$ cat src/rtl/tdm_pkg.sv
`default_nettype none
// ============================================================================
// Module   : tdm_pkg
// Purpose  : Shared types, widths and helpers for the TDM frame collector.
// Revision : 1.0
// ============================================================================
package tdm_pkg;

   typedef enum logic [1:0] {
      IDLE = 2'd0,
      SCAN = 2'd1,
      HOLD = 2'd2
   } state_t;

   localparam int N_CH    = 8;
   localparam int CH_W    = 3;
   localparam int DWELL_W = 4;

   function automatic logic [N_CH-1:0] onehot(input logic [CH_W-1:0] ch);
      logic [N_CH-1:0] v;
      v     = '0;
      v[ch] = 1'b1;
      return v;
   endfunction

endpackage
`default_nettype wire

$ cat src/rtl/tdm_dwell_timer.sv
`default_nettype none
// ============================================================================
// Module   : tdm_dwell_timer
// Purpose  : Dwell counter; ticks on the last cycle of each channel dwell.
// Revision : 1.0
// ============================================================================
module tdm_dwell_timer
   import tdm_pkg::*;
#(
   parameter int DWELL = 2
) (
   input  logic iClk,
   input  logic iRst_n,
   input  logic iClr,
   input  logic iEn,
   output logic oTick
);

   localparam logic [DWELL_W-1:0] LAST = DWELL_W'(DWELL - 1);

   logic [DWELL_W-1:0] cnt_q;
   logic [DWELL_W-1:0] cnt_d;

   assign oTick = iEn && (cnt_q == LAST);

   always_comb begin
      cnt_d = cnt_q;
      if (iClr) begin
         cnt_d = '0;
      end else if (iEn) begin
         cnt_d = oTick ? '0 : cnt_q + 1'b1;
      end
   end

   always_ff @(posedge iClk or negedge iRst_n) begin
      if (!iRst_n) begin
         cnt_q <= '0;
      end else begin
         cnt_q <= cnt_d;
      end
   end

endmodule
`default_nettype wire

$ cat src/rtl/tdm_frame_collector.sv
`default_nettype none
// ============================================================================
// Module   : tdm_frame_collector
// Purpose  : Scans 8 TDM channels, assembles a frame, flags idle-line faults.
// Revision : 1.0
// ============================================================================
module tdm_frame_collector
   import tdm_pkg::*;
#(
   parameter int DWELL = 2
) (
   input  logic       iClk,
   input  logic       iRst_n,
   input  logic       iStart,
   input  logic       iAbort,
   input  logic [7:0] iLink,
   input  logic       iReady,
   output logic       oA,
   output logic       oB,
   output logic       oC,
   output logic       oBusy,
   output logic       oValid,
   output logic [7:0] oFrame,
   output logic       oErr
);

   state_t          state_q;
   logic [CH_W-1:0] ch_q;
   logic [N_CH-1:0] shadow_q;
   logic            err_sh_q;
   logic [N_CH-1:0] frame_q;
   logic            err_q;
   logic            busy_q;
   logic            valid_q;

   logic            tick;
   logic [N_CH-1:0] sel_mask_d;
   logic [N_CH-1:0] shadow_d;
   logic            err_sh_d;

   tdm_dwell_timer #(.DWELL(DWELL)) u_timer (
      .iClk   (iClk),
      .iRst_n (iRst_n),
      .iClr   ((state_q != SCAN) || iAbort),
      .iEn    (state_q == SCAN),
      .oTick  (tick)
   );

   // Sample of the selected line merged in, plus any idle line that reads low.
   assign sel_mask_d = onehot(ch_q);
   assign shadow_d   = shadow_q | (iLink & sel_mask_d);
   assign err_sh_d   = err_sh_q | (|(~iLink & ~sel_mask_d));

   always_ff @(posedge iClk or negedge iRst_n) begin
      if (!iRst_n) begin
         state_q  <= IDLE;
         ch_q     <= '0;
         shadow_q <= '0;
         err_sh_q <= 1'b0;
         frame_q  <= '0;
         err_q    <= 1'b0;
         busy_q   <= 1'b0;
         valid_q  <= 1'b0;
      end else begin
         case (state_q)
            IDLE: begin
               if (iStart) begin
                  state_q  <= SCAN;
                  ch_q     <= '0;
                  shadow_q <= '0;
                  err_sh_q <= 1'b0;
                  busy_q   <= 1'b1;
               end
            end
            SCAN: begin
               if (iAbort) begin
                  state_q <= IDLE;
                  ch_q    <= '0;
                  busy_q  <= 1'b0;
               end else if (tick) begin
                  shadow_q <= shadow_d;
                  err_sh_q <= err_sh_d;
                  if (ch_q == CH_W'(N_CH - 1)) begin
                     frame_q <= shadow_d;
                     err_q   <= err_sh_d;
                     state_q <= HOLD;
                     ch_q    <= '0;
                     busy_q  <= 1'b0;
                     valid_q <= 1'b1;
                  end else begin
                     ch_q <= ch_q + 1'b1;
                  end
               end
            end
            HOLD: begin
               if (iReady) begin
                  valid_q <= 1'b0;
                  if (iStart) begin
                     state_q  <= SCAN;
                     ch_q     <= '0;
                     shadow_q <= '0;
                     err_sh_q <= 1'b0;
                     busy_q   <= 1'b1;
                  end else begin
                     state_q <= IDLE;
                  end
               end
            end
            default: begin
               state_q <= IDLE;
               ch_q    <= '0;
               busy_q  <= 1'b0;
               valid_q <= 1'b0;
            end
         endcase
      end
   end

   assign oA     = ch_q[2];
   assign oB     = ch_q[1];
   assign oC     = ch_q[0];
   assign oBusy  = busy_q;
   assign oValid = valid_q;
   assign oFrame = frame_q;
   assign oErr   = err_q;

endmodule
`default_nettype wire
$ cat config.mk
export PLATFORM = sky130hd
export DESIGN_NAME = tdm_frame_collector
export DESIGN_NICKNAME = d
export VERILOG_FILES = /design/src/rtl/tdm_pkg.sv /design/src/rtl/tdm_dwell_timer.sv /design/src/rtl/tdm_frame_collector.sv
export SDC_FILE = /design/constraint.sdc
export NUM_CORES = 1
export LEC_CHECK = 0
export CAP_MARGIN = 30
export CORE_MARGIN = 4
export CORE_UTILIZATION = 35
export DETAILED_ROUTE_END_ITERATION = 10
export PLACE_DENSITY_LB_ADDON = 0.12
export SYNTH_ARGS = -nofsm -noshare
export SYNTH_HDL_FRONTEND = slang
export SYNTH_SLANG_ARGS = --single-unit
$ cat constraint.sdc
create_clock -name iClk -period 1.73 [get_ports iClk]
set_input_delay 0.346 -clock iClk [delete_from_list [all_inputs] [get_ports iClk]]
set_output_delay 0.346 -clock iClk [all_outputs]
set_load 0.05 [all_outputs]
* Word level (Yosys, flattened, before mapping)
Index checks and enable logic that the tools add are counted.
** Cells by class
- Add/sub/neg operators :: 2
- Multipliers :: 0
- Divide/modulo/power cells :: 0
- Order comparisons :: 2
- Eq/ne operators :: 12
- Shift operators :: 0
- Muxes and demuxes :: 39
- Bitwise logic cells :: 8
- Reduce and logical (&&, ||, !) cells :: 13
** Operator list (count)
- $mux W8 :: 4
- $pmux W8 S3 :: 1
- $and A8 B8 Y8 :: 2
- $not A8 Y8 :: 2
- $mux W1 :: 15
- $mux W3 :: 5
- $mux W4 :: 3
- $reduce_and A4 Y1 :: 3
- $mux W2 :: 5
- $ne A2 B2 Y1 const B :: 5
- $pmux W1 S3 :: 3
- $pmux W3 S3 :: 1
- $or A8 B8 Y8 :: 1
- $reduce_or A8 Y1 :: 1
- $ne A3 B3 Y1 const B :: 2
- $pmux W2 S3 :: 1
- $reduce_and A5 Y1 :: 1
- $add A4 B1 Y4 const B :: 1
- $eq A4 B1 Y1 const B :: 1
- $lt A3 B4 Y1 const B :: 1
- $add A3 B1 Y3 const B :: 1
- $demux W1 S3 :: 1
- $eq A3 B3 Y1 const B :: 1
- $ge A3 B1 Y1 const B :: 1
- other kinds (12) :: 14
** Word-level totals
- Flip-flop bits (word level) :: 29
- Latch bits :: 0
- RAM bits :: 0
- Bits in read-only memories :: 0
- Input bits :: 13
- Output and inout bits :: 14
- Memories kept :: 0

* Depth between registers and ports, before layout
- Depth after elaboration :: 11
- Depth in mapped cells :: 7

* By module
Synthesis repeated with hierarchy kept, for this count alone.
** Second synthesis, totals
- Cell total of the unflattened synthesis :: 142
- Area, all modules :: 1448.9 um^2
** Modules (own cells, without submodules)
- tdm_frame_collector :: times used 1, cells each 119, area an instance 1222.4 um^2, sequential area each 625.6 um^2
- tdm_dwell_timer :: times used 1, cells each 23, area an instance 226.5 um^2, sequential area each 100.1 um^2

* Worst setup path after synthesis
No wires, ideal clock.
- Path kind :: reg-to-reg
- From :: register ch_q[1]
- To :: register err_q, in the netlist oErr
- Data arrival time :: 1.612 ns
- Path slack :: -0.017 ns
- Stages on the path, launching flop included :: 6
- Buffers on the path :: 1
- Period minus slack after synthesis :: 1.747 ns
- Cells stage by stage :: dfrtp_1 -> buf_2 -> nor2b_1 -> a221oi_1 -> a2111oi_2 -> o21ai_0
** Between the ends
- Word-level cells in the longest chain between the ends :: 8
- Elaborated cells on any way between the ends :: 11
- Classes of those cells :: order compare: 2; eq/ne: 1; mux: 2; bitwise: 3; reduce/logical: 3
** RTL lines
- start: declaration :: line tdm_frame_collector.sv:28 : logic [CH_W-1:0] ch_q;
- start signal: assignment :: line tdm_frame_collector.sv:91 : ch_q <= ch_q + 1'b1;
- $lt A3 B4 Y1 (not written as such) / $ge A3 B1 Y1 (equally long branches) :: line tdm_pkg.sv:22 : v[ch] = 1'b1;
- $logic_and A1 B1 Y1 (not written as such) :: line tdm_pkg.sv:22
- $mux W1 (not written as such) :: line tdm_pkg.sv:22
- $demux W1 S3 :: line tdm_pkg.sv:22
- $not A8 Y8 :: line tdm_frame_collector.sv:52 : assign err_sh_d = err_sh_q | (|(~iLink & ~sel_mask_d));
- $and A8 B8 Y8 :: line tdm_frame_collector.sv:52
- $reduce_or A8 Y1 :: line tdm_frame_collector.sv:52
- $or A1 B1 Y1 :: line tdm_frame_collector.sv:52
- end signal: assignment :: line tdm_frame_collector.sv:85 : err_q <= err_sh_d;
- end: declaration :: line tdm_frame_collector.sv:32 : logic err_q;
Several ways; a longest one is shown, not always the timed one.
A chain may end at the register's enable or synchronous reset.

* Worst setup path in the final report
- From :: register ch_q[1]
- To :: register frame_q[0], in the netlist oFrame[0]
** Between the ends
- Word-level cells in the longest chain between the ends :: 6
- Elaborated cells on any way between the ends :: 9
- Classes of those cells :: order compare: 2; eq/ne: 1; mux: 2; bitwise: 2; reduce/logical: 2
** RTL lines
- $lt A3 B4 Y1 (not written as such) / $ge A3 B1 Y1 (equally long branches) :: line tdm_pkg.sv:22
- $logic_and A1 B1 Y1 (not written as such) :: line tdm_pkg.sv:22
- $mux W1 (not written as such) :: line tdm_pkg.sv:22
- $demux W1 S3 :: line tdm_pkg.sv:22
- $and A8 B8 Y8 :: line tdm_frame_collector.sv:51 : assign shadow_d = shadow_q | (iLink & sel_mask_d);
- $or A8 B8 Y8 :: line tdm_frame_collector.sv:51
- end signal: assignment :: line tdm_frame_collector.sv:84 : frame_q <= shadow_d;
- end: declaration :: line tdm_frame_collector.sv:31 : logic [N_CH-1:0] frame_q;
Several ways; a longest one is shown, not always the timed one.

==> PnR_summary.wiki <==
{| class="wikitable"
! Metric !! Value
|-
| Number of synthesized flops with an enable pin || 0
|-
| Post-CTS clock slew at the launch and capture registers of the worst setup and hold paths || 70 ps
|-
| CTS tree || yes
|-
| Grt ovf || 0
|-
| Clock network power share || 0.395
|-
| Number of H-tree levels || 2
|-
| Post-route setup TNS || 0 ps
|-
| Synth-to-Final Area Change || 35.7%
|-
| Buffers plus inverters on the worst setup path || 1
|-
| Antenna violations before repair || 0
|-
| Routability cong. || 0.724
|-
| Required time at the endpoint of the critical path || 1880 ps
|-
| Clk_skew || 5.37 ps
|-
| Status || complete, no violations
|-
| Initial DRT Pass Iterations || 4
|-
| Clock period minus worst slack || 1570 ps
|-
| Timing-limited maximum frequency || 637 MHz
|-
| Starting density of the core || 0.371
|-
| Worst slew margin relative to its limit || 0.748
|-
| CTS Hold Bufs || 0
|-
| Total of buffers placed on input and output ports || 26
|-
| Top library cells by usage in the layout, fill and taps aside || dfrtp_1 (26), buf_4 (23), nand2_1 (20)
|-
| CTS Root Cell || clkbuf_8
|-
| Detail-routed via count per cell || 5.05
|-
| Leading cell type in the layout, fill and taps excluded || dfrtp_1
|-
| Ys async rst share || 1.00
|-
| Average footprint of a synthesized cell || 10.0 µm²
|-
| Switching portion of total power || 0.256
|-
| Sequential group share of total power || 0.464
|-
| LEAKAGE || 0.851 nW
|-
| P per Cell Area || 829 nW/µm²
|-
| Final setup violation count || 0
|-
| TritonCTS buffer count || 5
|-
| Number of violations of the max-capacitance limit || 0
|-
| Cell-internal power || 0.00116 W
|-
| RSZ-0062 raised after global routing || no
|-
| Pin count of the biggest net entering global routing || 30
|-
| TritonCTS sink count || 29
|-
| Path class of the lowest-slack min-delay path || input port to async pin
|-
| Skew-Pair Late Insertion Delay || 280 ps
|-
| HPWL Detailed || 2.26 mm
|-
| Number of DRC markers in iteration 0 || 40
|-
| Placement-stage worst setup slack || -197 ps
|-
| Number of cells after detailed placement || 219
|-
| Core Rows || 22
|-
| Sort of element at the end of the critical path || flip-flop
|-
| Layout filler cell count || 364
|-
| Final worst path period share || 0.908
|-
| CP max FO || 18
|-
| Sw Pwr || 0.000401 W
|-
| Core Footprint || 3740 µm²
|-
| Gate power share || 0.140
|-
| Hold Vio Cnt, Final || 0
|-
| Vias in the first global route || 1210
|-
| Number of nets still failing antenna checks after routing || 0
|-
| CP cell instances || ha_1 -> ha_1 -> nand3_1 -> buf_4 -> o21ai_0
|-
| Register bit count reported by yosys || 29
|-
| Number of nets in the layout || 195
|-
| Family of cells with the greatest summed delay on the critical path || flip-flops
|-
| Transition time of the tightest slew-check pin || 378 ps
|-
| Library cell appearing most often on the critical path || ha_1
|-
| Die W || 71.0 µm
|-
| Critical Path Start Type || flip-flop
|-
| Number of design rule violations left after detail routing || 0
|-
| Top_reg_cell synth || dfrtp_1
|-
| Distinct cells, synth || 37
|-
| Cell area after synthesis || 1390 µm²
|-
| Post-layout instance count excluding filler cells || 227
|-
| Crit Path Category || flip-flop to flip-flop
|-
| CP arrival || 1720 ps
|-
| Portion of the post-synthesis area used by sequential elements || 0.522
|-
| Post-Syn Nets || 156
|-
| I/O pin cnt || 27
|-
| Number of warnings printed during yosys synthesis || 0
|-
| Detail-routed net length per standard cell || 14.1 µm
|-
| Height of the die || 71.0 µm
|-
| Critical Path Max Stage Delay || 520 ps
|-
| Number of antenna repair diodes || 0
|-
| Clock Path Buffers || 2
|-
| First-pass GRT wire length || 5.64 mm
|-
| Total wire length after detailed routing || 3.20 mm
|-
| Worst hold slack || 445 ps
|-
| Max Slew Vio Count || 0
|-
| Via count || 1146
|-
| Cell with the largest stage delay on the worst path || dfrtp_2
|-
| Fraction of layout instances using a drive strength above 1 || 0.235
|-
| Area enclosed by the die boundary || 5040 µm²
|-
| Worst voltage drop across the vdd grid || 0.000507 V
|-
| Overall power consumption || 0.00156 W
|-
| Post-Synthesis Cells || 139
|-
| Global routing usage summed across all routing layers || 0.143
|-
| Final worst slack || 160 ps
|}
==> per-stage QoR <==
step	util	instance area (µm²)
after floorplan	-	1390
after CTS	0.502	1880
after detailed placement	0.475	1780
after global placement	0.475	1780
after global routing	0.504	1890
final	0.504	1890
==> worst register-to-register path: cells and delay by family, from the launching register on <==
family,cells,cell delay [ps]
flip-flops,1,520
adder cells (fa/ha/maj),2,470
buffers and inverters,1,230
AO/OA/AOI/OAI,1,130
AND/OR/NAND/NOR,1,100
==> cells in the mapped netlist (2+ instances only) <==
cell,instances,area (µm²)
a21oi_1,7,35.0
a31oi_1,5,31.3
a41oi_1,2,17.5
and2_1,3,18.8
and4b_1,2,20.0
buf_2,4,20.0
clkbuf_1,2,7.51
dfrtp_1,29,726
ha_1,4,50.1
inv_1,5,18.8
mux2i_1,2,20.0
nand2_1,20,75.1
nand2b_1,2,12.5
nand3_1,4,20.0
nor2_1,8,30.0
nor2b_1,2,12.5
o21a_1,3,22.5
o21ai_0,16,80.1
==> flip-flops by register name, summed over array words and instances (netlist names), 2 cells and up <==
signal / flops
oFrame: 8
shadow_q: 8
u_timer.cnt_q: 4
ch_q: 3
state_q: 2
==> logic make-up (layout without fill, tap and decap cells) <==
| group | after synthesis | in the layout | share of synthesized area |
|---|---|---|---|
| muxes | 2 | 2 | 0.0144 |
| adders and majority gates | 4 | 4 | 0.0360 |
| buffers and inverters | 11 | 51 | 0.0333 |
| DFF | 29 | 29 | 0.522 |
| xor gates and xnor gates | 2 | 2 | 0.0126 |
| AOI/OAI and AO/OA | 39 | 39 | 0.173 |
| and+or+nand+nor | 52 | 52 | 0.209 |
==> layer usage <==
metal  GRT usage  part of all wire  wire (µm)
met1       0.185              0.47       1510
met2       0.218              0.45       1440
met3      0.0440             0.056        180
met4      0.0689             0.020         63
met5           0                 0          0
==> repair_timing <==
action,4_1_cts,5_1_grt
buffers inserted,0,0
endpoints found under the setup margin,0,9
gates resized for setup,0,2
==> path summary, 6_finish.rpt <==
path | from | to | slack, ps | depth (start not counted)
hold reg to reg | oFrame[5]$_DFFE_PN0P_ | oFrame[5]$_DFFE_PN0P_ | 480 | 2
hold / removal | iRst_n | u_timer.cnt_q[0]$_DFFE_PN0P_ | 440 | 2
setup reg to reg | ch_q[1]$_DFFE_PN0P_ | oFrame[0]$_DFFE_PN0P_ | 160 | 5
setup / recovery | ch_q[1]$_DFFE_PN0P_ | oFrame[0]$_DFFE_PN0P_ | 160 | 5
min in group iClk | oFrame[5]$_DFFE_PN0P_ | oFrame[5]$_DFFE_PN0P_ | 480 | 2
max in group asynchronous | iRst_n | ch_q[0]$_DFFE_PN0P_ | 990 | 2
==> power groups by stage <==
| stage | combinational (W) | sequential (W) | clock [W] |
|---|---|---|---|
| after floorplan | 0.0000865 | 0.000756 | 0 |
| after global placement | 0.000218 | 0.000737 | 0 |
| after detailed placement | 0.000222 | 0.000737 | 0 |
| after CTS | 0.000223 | 0.000725 | 0.000640 |
| after global routing | 0.000242 | 0.000729 | 0.000670 |
| final | 0.000219 | 0.000726 | 0.000618 |
==> layout make-up <==
cell class,instances,area (µm²),area share
flip-flops and latches,29,729,0.387
clock inverters,1,5.00,0.00265
inverters,5,18.8,0.00995
well taps,48,60.1,0.0318
multi-input cells,99,624,0.331
clock buffers,7,96.3,0.0511
repair buffers,38,353,0.187
(Power assumes the default switching activity.)
